### src/rtl/ifu_bht_bpu_pkg.sv
// Shared types and constants for the IFU branch-history-table predictor.
// Holds FSM state encodings, 2-bit counter values and the index-width helper.
package ifu_bht_bpu_pkg;

  typedef enum logic [1:0] {
    BPU_IDLE     = 2'd0,
    BPU_WAIT_DEP = 2'd1,
    BPU_RD       = 2'd2,
    BPU_RDY      = 2'd3
  } bpu_state_e;

  localparam logic [1:0] SNT = 2'd0;
  localparam logic [1:0] WNT = 2'd1;
  localparam logic [1:0] WT  = 2'd2;
  localparam logic [1:0] ST  = 2'd3;

  function automatic int clog2(input int n);
    int r;
    r = 0;
    while ((1 << r) < n) r++;
    return r;
  endfunction

endpackage

### src/rtl/ifu_bht_bpu_if.sv
// IFU <-> BPU signal bundle: decode info, regfile/pipeline status, resolution
// updates and the prediction outputs. The IFU side is master, the BPU is slave.
interface ifu_bht_bpu_if #(
  parameter int PC_SIZE = 32,
  parameter int XLEN    = 32,
  parameter int RFIDX_W = 5
);
  logic               dec_i_valid;
  logic [PC_SIZE-1:0] pc;
  logic               dec_jal;
  logic               dec_jalr;
  logic               dec_bxx;
  logic [XLEN-1:0]    dec_bjp_imm;
  logic [RFIDX_W-1:0] dec_jalr_rs1idx;
  logic               oitf_empty;
  logic               ir_empty;
  logic               jalr_rs1idx_cam_irrdidx;
  logic [XLEN-1:0]    rf2bpu_x1;
  logic [XLEN-1:0]    rf2bpu_rs1;
  logic               flush;
  logic               upd_valid;
  logic [PC_SIZE-1:0] upd_pc;
  logic               upd_taken;
  logic               prdt_taken;
  logic [PC_SIZE-1:0] prdt_pc_add_op1;
  logic [PC_SIZE-1:0] prdt_pc_add_op2;
  logic               bpu_wait;
  logic               bpu2rf_rs1_ena;

  modport master (
    output dec_i_valid, pc, dec_jal, dec_jalr, dec_bxx, dec_bjp_imm, dec_jalr_rs1idx,
           oitf_empty, ir_empty, jalr_rs1idx_cam_irrdidx, rf2bpu_x1, rf2bpu_rs1,
           flush, upd_valid, upd_pc, upd_taken,
    input  prdt_taken, prdt_pc_add_op1, prdt_pc_add_op2, bpu_wait, bpu2rf_rs1_ena
  );

  modport slave (
    input  dec_i_valid, pc, dec_jal, dec_jalr, dec_bxx, dec_bjp_imm, dec_jalr_rs1idx,
           oitf_empty, ir_empty, jalr_rs1idx_cam_irrdidx, rf2bpu_x1, rf2bpu_rs1,
           flush, upd_valid, upd_pc, upd_taken,
    output prdt_taken, prdt_pc_add_op1, prdt_pc_add_op2, bpu_wait, bpu2rf_rs1_ena
  );

endinterface

### src/rtl/ifu_bht_cnt_array.sv
// Table of 2-bit saturating direction counters with one asynchronous read
// port and one clocked update port. Reads see the pre-update value.
module ifu_bht_cnt_array
  import ifu_bht_bpu_pkg::*;
#(
  parameter int         DEPTH    = 64,
  parameter int         IDX_W    = clog2(DEPTH),
  parameter logic [1:0] CNT_INIT = WNT
) (
  input  logic             clk,
  input  logic             rst,
  input  logic [IDX_W-1:0] rd_idx,
  output logic [1:0]       rd_cnt,
  input  logic             upd_valid,
  input  logic [IDX_W-1:0] upd_idx,
  input  logic             upd_taken
);

  logic [1:0] cnt [DEPTH];

  assign rd_cnt = cnt[rd_idx];

  // Saturating at both ends: a strongly-biased branch stays put.
  always_ff @(posedge clk or posedge rst) begin
    if (rst) begin
      for (int i = 0; i < DEPTH; i++) cnt[i] <= CNT_INIT;
    end else if (upd_valid) begin
      if (upd_taken) begin
        if (cnt[upd_idx] != ST) cnt[upd_idx] <= cnt[upd_idx] + 2'd1;
      end else begin
        if (cnt[upd_idx] != SNT) cnt[upd_idx] <= cnt[upd_idx] - 2'd1;
      end
    end
  end

endmodule

### src/rtl/ifu_bht_bpu.sv
// IFU branch predictor: PC-indexed counter table for conditional branches and
// a registered rs1-read state machine for JALR through a general register.
module ifu_bht_bpu
  import ifu_bht_bpu_pkg::*;
#(
  parameter int         PC_SIZE     = 32,
  parameter int         XLEN        = 32,
  parameter int         RFIDX_W     = 5,
  parameter int         BHT_DEPTH   = 64,
  parameter int         BHT_IDX_LSB = 2,
  parameter logic [1:0] CNT_INIT    = WNT
) (
  input  logic          clk,
  input  logic          rst,
  ifu_bht_bpu_if.slave  bus
);

  localparam int IDX_W = clog2(BHT_DEPTH);

  bpu_state_e         state;
  bpu_state_e         state_nxt;
  logic [XLEN-1:0]    rs1_capture;
  logic               hold;
  logic [PC_SIZE-1:0] hold_pc;
  logic [1:0]         rd_cnt;
  logic               rs1_is_x0;
  logic               rs1_is_x1;
  logic               jalr_xn;
  logic               held;
  logic               dep1;

  ifu_bht_cnt_array #(
    .DEPTH    (BHT_DEPTH),
    .IDX_W    (IDX_W),
    .CNT_INIT (CNT_INIT)
  ) u_cnt_array (
    .clk       (clk),
    .rst       (rst),
    .rd_idx    (bus.pc[BHT_IDX_LSB +: IDX_W]),
    .rd_cnt    (rd_cnt),
    .upd_valid (bus.upd_valid),
    .upd_idx   (bus.upd_pc[BHT_IDX_LSB +: IDX_W]),
    .upd_taken (bus.upd_taken)
  );

  assign rs1_is_x0 = (bus.dec_jalr_rs1idx == RFIDX_W'(0));
  assign rs1_is_x1 = (bus.dec_jalr_rs1idx == RFIDX_W'(1));
  assign jalr_xn   = bus.dec_i_valid & bus.dec_jalr & ~rs1_is_x0 & ~rs1_is_x1;
  // The JALR whose rs1 was just captured must not restart the read sequence.
  assign held      = hold & (bus.pc == hold_pc);
  assign dep1      = bus.dec_i_valid & bus.dec_jalr & rs1_is_x1
                   & (~bus.oitf_empty | bus.jalr_rs1idx_cam_irrdidx);

  always_ff @(posedge clk or posedge rst) begin
    if (rst) state <= BPU_IDLE;
    else     state <= state_nxt;
  end

  always_comb begin
    state_nxt = state;
    unique case (state)
      BPU_IDLE: begin
        if (jalr_xn & ~held)
          state_nxt = (~bus.oitf_empty | ~bus.ir_empty) ? BPU_WAIT_DEP : BPU_RD;
      end
      BPU_WAIT_DEP: begin
        if (~bus.dec_i_valid)                  state_nxt = BPU_IDLE;
        else if (bus.oitf_empty & bus.ir_empty) state_nxt = BPU_RD;
      end
      BPU_RD:  state_nxt = BPU_RDY;
      BPU_RDY: state_nxt = BPU_IDLE;
      default: state_nxt = BPU_IDLE;
    endcase
    if (bus.flush) state_nxt = BPU_IDLE;
  end

  always_comb begin
    bus.bpu2rf_rs1_ena = (state == BPU_RD) & ~bus.flush;
    bus.bpu_wait       = dep1 | (state != BPU_IDLE) | (jalr_xn & ~held);
  end

  // Regfile read data arrives the cycle after the enable, i.e. during RDY.
  always_ff @(posedge clk or posedge rst) begin
    if (rst)                                rs1_capture <= '0;
    else if ((state == BPU_RDY) & ~bus.flush) rs1_capture <= bus.rf2bpu_rs1;
  end

  always_ff @(posedge clk or posedge rst) begin
    if (rst) begin
      hold    <= 1'b0;
      hold_pc <= '0;
    end else if (bus.flush) begin
      hold    <= 1'b0;
    end else if (state == BPU_RDY) begin
      hold    <= 1'b1;
      hold_pc <= bus.pc;
    end else if (hold & (~bus.dec_i_valid | (bus.pc != hold_pc))) begin
      hold    <= 1'b0;
    end
  end

  always_comb begin
    bus.prdt_taken      = bus.dec_i_valid
                        & (bus.dec_jal | bus.dec_jalr | (bus.dec_bxx & rd_cnt[1]));
    bus.prdt_pc_add_op1 = '0;
    bus.prdt_pc_add_op2 = '0;
    if (bus.dec_i_valid) begin
      bus.prdt_pc_add_op2 = PC_SIZE'($signed(bus.dec_bjp_imm));
      if (bus.dec_jalr) begin
        if (rs1_is_x0)      bus.prdt_pc_add_op1 = '0;
        else if (rs1_is_x1) bus.prdt_pc_add_op1 = PC_SIZE'(bus.rf2bpu_x1);
        else                bus.prdt_pc_add_op1 = PC_SIZE'(rs1_capture);
      end else begin
        bus.prdt_pc_add_op1 = bus.pc;
      end
    end
  end

endmodule

### src/flat_wrapper.sv
// flat-port wrapper written by rule: the top's interface ports become plain ports
module ifu_bht_bpu_flat import ifu_bht_bpu_pkg::*;
#(
  parameter int         PC_SIZE     = 32,
  parameter int         XLEN        = 32,
  parameter int         RFIDX_W     = 5,
  parameter int         BHT_DEPTH   = 64,
  parameter int         BHT_IDX_LSB = 2,
  parameter logic [1:0] CNT_INIT    = WNT
)
  (clk, rst, bus_dec_i_valid, bus_pc, bus_dec_jal, bus_dec_jalr, bus_dec_bxx, bus_dec_bjp_imm, bus_dec_jalr_rs1idx, bus_oitf_empty, bus_ir_empty, bus_jalr_rs1idx_cam_irrdidx, bus_rf2bpu_x1, bus_rf2bpu_rs1, bus_flush, bus_upd_valid, bus_upd_pc, bus_upd_taken, bus_prdt_taken, bus_prdt_pc_add_op1, bus_prdt_pc_add_op2, bus_bpu_wait, bus_bpu2rf_rs1_ena);
  ifu_bht_bpu_if #(.PC_SIZE(PC_SIZE), .XLEN(XLEN), .RFIDX_W(RFIDX_W)) bus_i ();
  input  logic clk;
  input  logic rst;
  input wire logic [$bits(bus_i.dec_i_valid)-1:0] bus_dec_i_valid;
  input wire logic [$bits(bus_i.pc)-1:0] bus_pc;
  input wire logic [$bits(bus_i.dec_jal)-1:0] bus_dec_jal;
  input wire logic [$bits(bus_i.dec_jalr)-1:0] bus_dec_jalr;
  input wire logic [$bits(bus_i.dec_bxx)-1:0] bus_dec_bxx;
  input wire logic [$bits(bus_i.dec_bjp_imm)-1:0] bus_dec_bjp_imm;
  input wire logic [$bits(bus_i.dec_jalr_rs1idx)-1:0] bus_dec_jalr_rs1idx;
  input wire logic [$bits(bus_i.oitf_empty)-1:0] bus_oitf_empty;
  input wire logic [$bits(bus_i.ir_empty)-1:0] bus_ir_empty;
  input wire logic [$bits(bus_i.jalr_rs1idx_cam_irrdidx)-1:0] bus_jalr_rs1idx_cam_irrdidx;
  input wire logic [$bits(bus_i.rf2bpu_x1)-1:0] bus_rf2bpu_x1;
  input wire logic [$bits(bus_i.rf2bpu_rs1)-1:0] bus_rf2bpu_rs1;
  input wire logic [$bits(bus_i.flush)-1:0] bus_flush;
  input wire logic [$bits(bus_i.upd_valid)-1:0] bus_upd_valid;
  input wire logic [$bits(bus_i.upd_pc)-1:0] bus_upd_pc;
  input wire logic [$bits(bus_i.upd_taken)-1:0] bus_upd_taken;
  output wire logic [$bits(bus_i.prdt_taken)-1:0] bus_prdt_taken;
  output wire logic [$bits(bus_i.prdt_pc_add_op1)-1:0] bus_prdt_pc_add_op1;
  output wire logic [$bits(bus_i.prdt_pc_add_op2)-1:0] bus_prdt_pc_add_op2;
  output wire logic [$bits(bus_i.bpu_wait)-1:0] bus_bpu_wait;
  output wire logic [$bits(bus_i.bpu2rf_rs1_ena)-1:0] bus_bpu2rf_rs1_ena;
  assign bus_i.dec_i_valid = bus_dec_i_valid;
  assign bus_i.pc = bus_pc;
  assign bus_i.dec_jal = bus_dec_jal;
  assign bus_i.dec_jalr = bus_dec_jalr;
  assign bus_i.dec_bxx = bus_dec_bxx;
  assign bus_i.dec_bjp_imm = bus_dec_bjp_imm;
  assign bus_i.dec_jalr_rs1idx = bus_dec_jalr_rs1idx;
  assign bus_i.oitf_empty = bus_oitf_empty;
  assign bus_i.ir_empty = bus_ir_empty;
  assign bus_i.jalr_rs1idx_cam_irrdidx = bus_jalr_rs1idx_cam_irrdidx;
  assign bus_i.rf2bpu_x1 = bus_rf2bpu_x1;
  assign bus_i.rf2bpu_rs1 = bus_rf2bpu_rs1;
  assign bus_i.flush = bus_flush;
  assign bus_i.upd_valid = bus_upd_valid;
  assign bus_i.upd_pc = bus_upd_pc;
  assign bus_i.upd_taken = bus_upd_taken;
  assign bus_prdt_taken = bus_i.prdt_taken;
  assign bus_prdt_pc_add_op1 = bus_i.prdt_pc_add_op1;
  assign bus_prdt_pc_add_op2 = bus_i.prdt_pc_add_op2;
  assign bus_bpu_wait = bus_i.bpu_wait;
  assign bus_bpu2rf_rs1_ena = bus_i.bpu2rf_rs1_ena;
  ifu_bht_bpu #(.PC_SIZE(PC_SIZE), .XLEN(XLEN), .RFIDX_W(RFIDX_W), .BHT_DEPTH(BHT_DEPTH), .BHT_IDX_LSB(BHT_IDX_LSB), .CNT_INIT(CNT_INIT)) u_core (.clk(clk), .rst(rst), .bus(bus_i));
endmodule
### config.mk
export PLATFORM = sky130hd
export DESIGN_NAME = ifu_bht_bpu_flat
export DESIGN_NICKNAME = d
export VERILOG_FILES = /design/src/rtl/ifu_bht_bpu_pkg.sv /design/src/rtl/ifu_bht_bpu_if.sv /design/src/rtl/ifu_bht_cnt_array.sv /design/src/rtl/ifu_bht_bpu.sv /design/src/flat_wrapper.sv
export SDC_FILE = /design/constraint.sdc
export NUM_CORES = 1
export LEC_CHECK = 0
export ABC_AREA = 1
export CAP_MARGIN = 40
export CORE_MARGIN = 2
export CORE_UTILIZATION = 50
export CTS_BUF_LIST = sky130_fd_sc_hd__clkbuf_2
export CTS_CLUSTER_SIZE = 40
export DETAILED_ROUTE_END_ITERATION = 8
export GPL_TIMING_DRIVEN = 0
export PLACE_DENSITY = 0.91
export SLEW_MARGIN = 15
export SYNTH_ARGS = -nofsm -noshare
export SYNTH_HDL_FRONTEND = slang
export SYNTH_SLANG_ARGS = --single-unit
### constraint.sdc
create_clock -name clk -period 12.75 [get_ports clk]
set_input_delay 2.55 -clock clk [delete_from_list [all_inputs] [get_ports clk]]
set_output_delay 2.55 -clock clk [all_outputs]
set_load 0.02 [all_outputs]
Yosys cells after proc, flatten, opt, wreduce, memory -nomap -nowiden
Index checks and enable logic that the tools add are counted.

storage, ports and cells
  register bits after elaboration = 195
  latch bits = 0
  RAM bits = 0
  ROM bits = 0
  output and inout bits = 67
  logic and storage cells = 149
  memories = 0

cells by class
  $add $sub $neg = 2
  multiply operators = 0
  divide/modulo/power cells = 0
  order comparisons = 3
  eq/ne operators = 10
  shift-type cells = 0
  multiplexer cells = 27
  bitwise logic cells = 29
  reduce and logical (&&, ||, !) cells = 10

operators with widths
  kind                number
  $mux 128            3
  $bwmux 128          2
  $mux 32             5
  $eq 32x32->1        1
  $ne 32x32->1        1
  $bmux 2 s6          2
  $mux 2              10
  $ge 7x7->1 const B  2
  $not 6->7           2
  $and 1x1->1         13
  $demux 2 s6         1
  $pmux 2 s4          1
  $lt 7x1->1 const B  1
  $not 1->1           7
  $or 1x1->1          7
  $reduce_bool 2->1   3
  $eq 5x1->1 const B  1
  $logic_not 5->1     1
  $eq 2x2->1 const B  2
  $ne 4x3->1 const B  1
  $reduce_and 2->1    2
  $mux 1              3
  $ne 3x2->1 const B  1
  $reduce_and 3->1    1
  8 further kinds     8

Depth between registers and ports, before layout
  word-level depth = 8
  gate-level depth with buffers = 26

Modules after synthesis
Synthesis repeated with hierarchy kept, for this count alone.

second synthesis, totals
  cell total of the unflattened synthesis = 1924
  area, all modules = 12869.8 µm²

by module, submodules not included
  module             instances  cells an instance  area each (µm²)  sequential area each (µm²)
  ifu_bht_cnt_array  1          1322               8684.6           3283.1
  ifu_bht_bpu        1          602                4185.3           1676.6

Worst setup path after synthesis
OpenSTA, ideal clock, no wires.

  path kind = input port to output port
  start point = input port bus_pc[3]
  end point = output port bus_prdt_taken
  arrival = 4.022 ns
  data required time = 10.200 ns
  path slack = 6.178 ns
  stages = 13
  path buffers = 3
  cell sequence = clkbuf_1 inv_1 buf_2 buf_1 nand3_1 nand3_1 nand2_1 nand2_1 nand3_1 nand3_1 nand2_1 nand2_1 a21oi_1

between the ends
  longest elaborated chain between the ends = 7

ends and longest elaborated chain
  element                                    RTL line                 source
  from (decl)                                flat_wrapper.sv:16       input wire logic [$bits(bus_i.pc)-1:0] bus_pc;
  $not 6->7 (not written as such)            ifu_bht_cnt_array.sv:21  assign rd_cnt = cnt[rd_idx];
  $bmux 2 s6                                 ifu_bht_cnt_array.sv:21
  $mux 2 (not written as such) (2 in a row)  ifu_bht_cnt_array.sv:21
  $and 1x1->1                                ifu_bht_bpu.sv:104       & (bus.dec_jal | bus.dec_jalr | (bus.dec_bxx & rd_cnt[1]));
  $or 1x1->1                                 ifu_bht_bpu.sv:104
  $and 1x1->1                                ifu_bht_bpu.sv:104
  to (decl)                                  flat_wrapper.sv:31       output wire logic [$bits(bus_i.prdt_taken)-1:0] bus_prdt_taken;

Every way passes these cells. The select of a mux whose other input is x is not followed.

Final worst setup path
Same ends and word-level chain as after synthesis.

==> impl_metrics.ini <==
[outcome]
status = finished, final reports clean

[routing]
dr.pass1.iters = 7
drt_wl_total_um = 39000
wl_per_cell_um = 18.6
drtAntennaViolNets = 0
drc = 0
drt_iter0_drc = 1503
vias = 12100
post_drt_via_cell_ratio = 5.74

[flow_run]
maxCapViolCount = 0

[grt]
grt_pass1_vias = 11600
grt_usage_pct = 32.7
grt_overflow = 0
grt_max_degree = 73
grt_pass1_wl_um = 60300
antenna_found_initial = 1

[timing]
fin_skew_ns = 0.0578
min_period_ns = 7.99
rsz0062_at_grt = no
whs_ns = 0.488
max_clock_freq_ghz = 0.125
setup_viol = 0
slew_viol_final = 0
hold_violations = 0
tns_ns = 0
relSlewSlack_pct = 44.8
min_period_over_period_pct = 62.6
worst_pin_slew_ns = 0.828

[synthesis]
synth_top_cell_by_area = dfrtp_1
syn_avg_cell_area_um2 = 7.13
yosys-top-cells-area = dfrtp_1, nand2_1, dfstp_2, nand3_1, inv_1
syn_inst = 1577
syn-num-nets = 1756
ys_seq_elements = 195
yosys_warnings = 0
yosysSeqAreaShare_pct = 44.1
synth_top_cell_area_share_pct = 29.1
syn_area_um2 = 11300
synthDistinctLibCells = 40

[min_path]
hold_class = reg2reg

[clocking]
clockBufferDepth = 2
clock_sinks = 195
cts_hold_buf = 0
insertion_delay_ns = 0.85
numCtsBuffers = 17
cts_tree = yes
clkSlewWorstSetupHoldPaths_ns = 0.23
cts_root_buffer = clkbuf_2
cts-resized-gates = 0
h-tree-depth = 4
post_cts_buffers = 0

[layout]
final_common_cell = nand2_1
multi_input_area_um2 = 5170
drive_above_1_share_pct = 9.17
nets = 1987
area_delta_synth_final_pct = 24.7
fillers = 1842
final_cell_mix = nand2_1, clkdlybuf4s50_1, inv_1
regArea_um2 = 4960

[critical_path]
critPathArrivalTime_ns = 5.44
cp-end-kind = primary output
start_kind = primary input
cp_max_fo = 10
r2r_slack_ns = 8.80
crit_type = in2out
cp.required_ns = 10.20

[floorplan]
core-area_um2 = 22000
start_util_pct = 51.2
die_height_um = 154
rows = 54
io-pin-count = 244
die_w_um = 154
dieArea_um2 = 23700

[power]
fin_total_pwr_mw = 1.73
leakage_nw = 6.45
ir_worst_vdd_mv = 0.114
powerDensity_nw_per_um2 = 123

[place]
numPortBuffers = 209
dp_hpwl_um = 28400
place.gp.congestion = 0.984
[per-stage QoR]
step | setup slack [ns] | util (%) | cells | instance area (µm²)
6_report | 4.76 | 63.9 | 2102 | 14000
5_1_grt | 4.63 | 63.9 | 2102 | 14000
4_1_cts | 4.85 | 63.9 | 2101 | 14000
3_5_place_dp | 4.86 | 62.7 | 2069 | 13800
3_3_place_gp | 2.45 | 62.4 | 2066 | 13700
2_1_floorplan | 4.99 | - | 1577 | 11300
[critical path: stages]
cell	delay [ns]
clkbuf_1	0.42
inv_1	0.10
buf_2	0.23
buf_1	0.41
nand3_1	0.21
nand3_1	0.08
nand2_1	0.19
nand2_1	0.09
nand3_1	0.10
nand3_1	0.07
nand2_1	0.13
nand2_1	0.09
a21oi_1	0.13
clkdlybuf4s50_1	0.62
[per-layer routing]
metal	track usage, %	routed length [µm]
met5	0	0
met2	52.1	17700
met1	41.5	14300
met3	6.48	4790
met4	19.1	2300
[logic make-up (layout without fill, tap and decap cells)]
kind of cell               after synthesis  after routing  synth area share, %
xor gates and xnor gates                18             18                 1.40
and+or+nand+nor                        824            824                 30.3
AOI/OAI and AO/OA                      253            253                 12.2
buffers and inverters                  266            510                 9.93
other                                    0              1                    0
DFF                                    195            195                 44.1
adders and majority gates                2              2                0.222
muxes                                   19             19                 1.88
[synthesized netlist by cell type]
cell,number
o22ai_1,5
o31ai_1,7
inv_4,1
o31ai_2,1
nand2_1,516
o211ai_1,2
buf_2,9
nor4_1,2
ha_1,2
o2111ai_1,1
dfrtp_1,131
nor3_1,11
clkbuf_1,48
inv_2,8
a22o_1,1
nor2_1,129
o311ai_1,1
a21oi_1,102
nand4_1,18
a22oi_2,2
inv_1,175
nor2_2,2
a22oi_1,12
buf_6,10
xor2_1,4
buf_4,8
or2_2,2
o21ai_1,3
buf_1,6
xnor2_1,14
nand3_2,3
mux2_2,17
nor3_4,3
o21ai_0,111
mux2i_1,2
nand3_1,137
dfstp_2,64
a211oi_1,5
clkinv_1,1
nand3_4,1
[path summary, 6_finish.rpt]
check	start	end	cells past startpoint
max	bus_pc[3]	bus_prdt_taken	14
min	flip-flop	flip-flop	2
max reg2reg	flip-flop	u_core.u_cnt_array.cnt[89]	21
min reg2reg	flip-flop	flip-flop	2
max in group asynchronous	rst	asynchronous set/reset pin	4
min in group asynchronous	rst	u_core.rs1_capture[11]	2
[final cells by class]
cell class	instances	share of cell area [%]
Multi-Input combinational cell	1116	36.9
Sequential cell	195	35.3
Timing Repair Buffer	212	15.4
Inverter	185	5.02
Buffer	81	3.00
Tap cell	280	2.50
Clock inverter	14	1.27
Clock buffer	18	0.642
Antenna cell	1	0.0178
[where the power goes]
group	leakage (nW)	total (mW)	switching (mW)	internal [mW]
registers	2.30	0.864	0.0870	0.777
clock network	0.147	0.342	0.229	0.113
logic	4.00	0.523	0.301	0.222
total	6.45	1.73	0.618	1.11
Power figures use the tool's default switching activity.
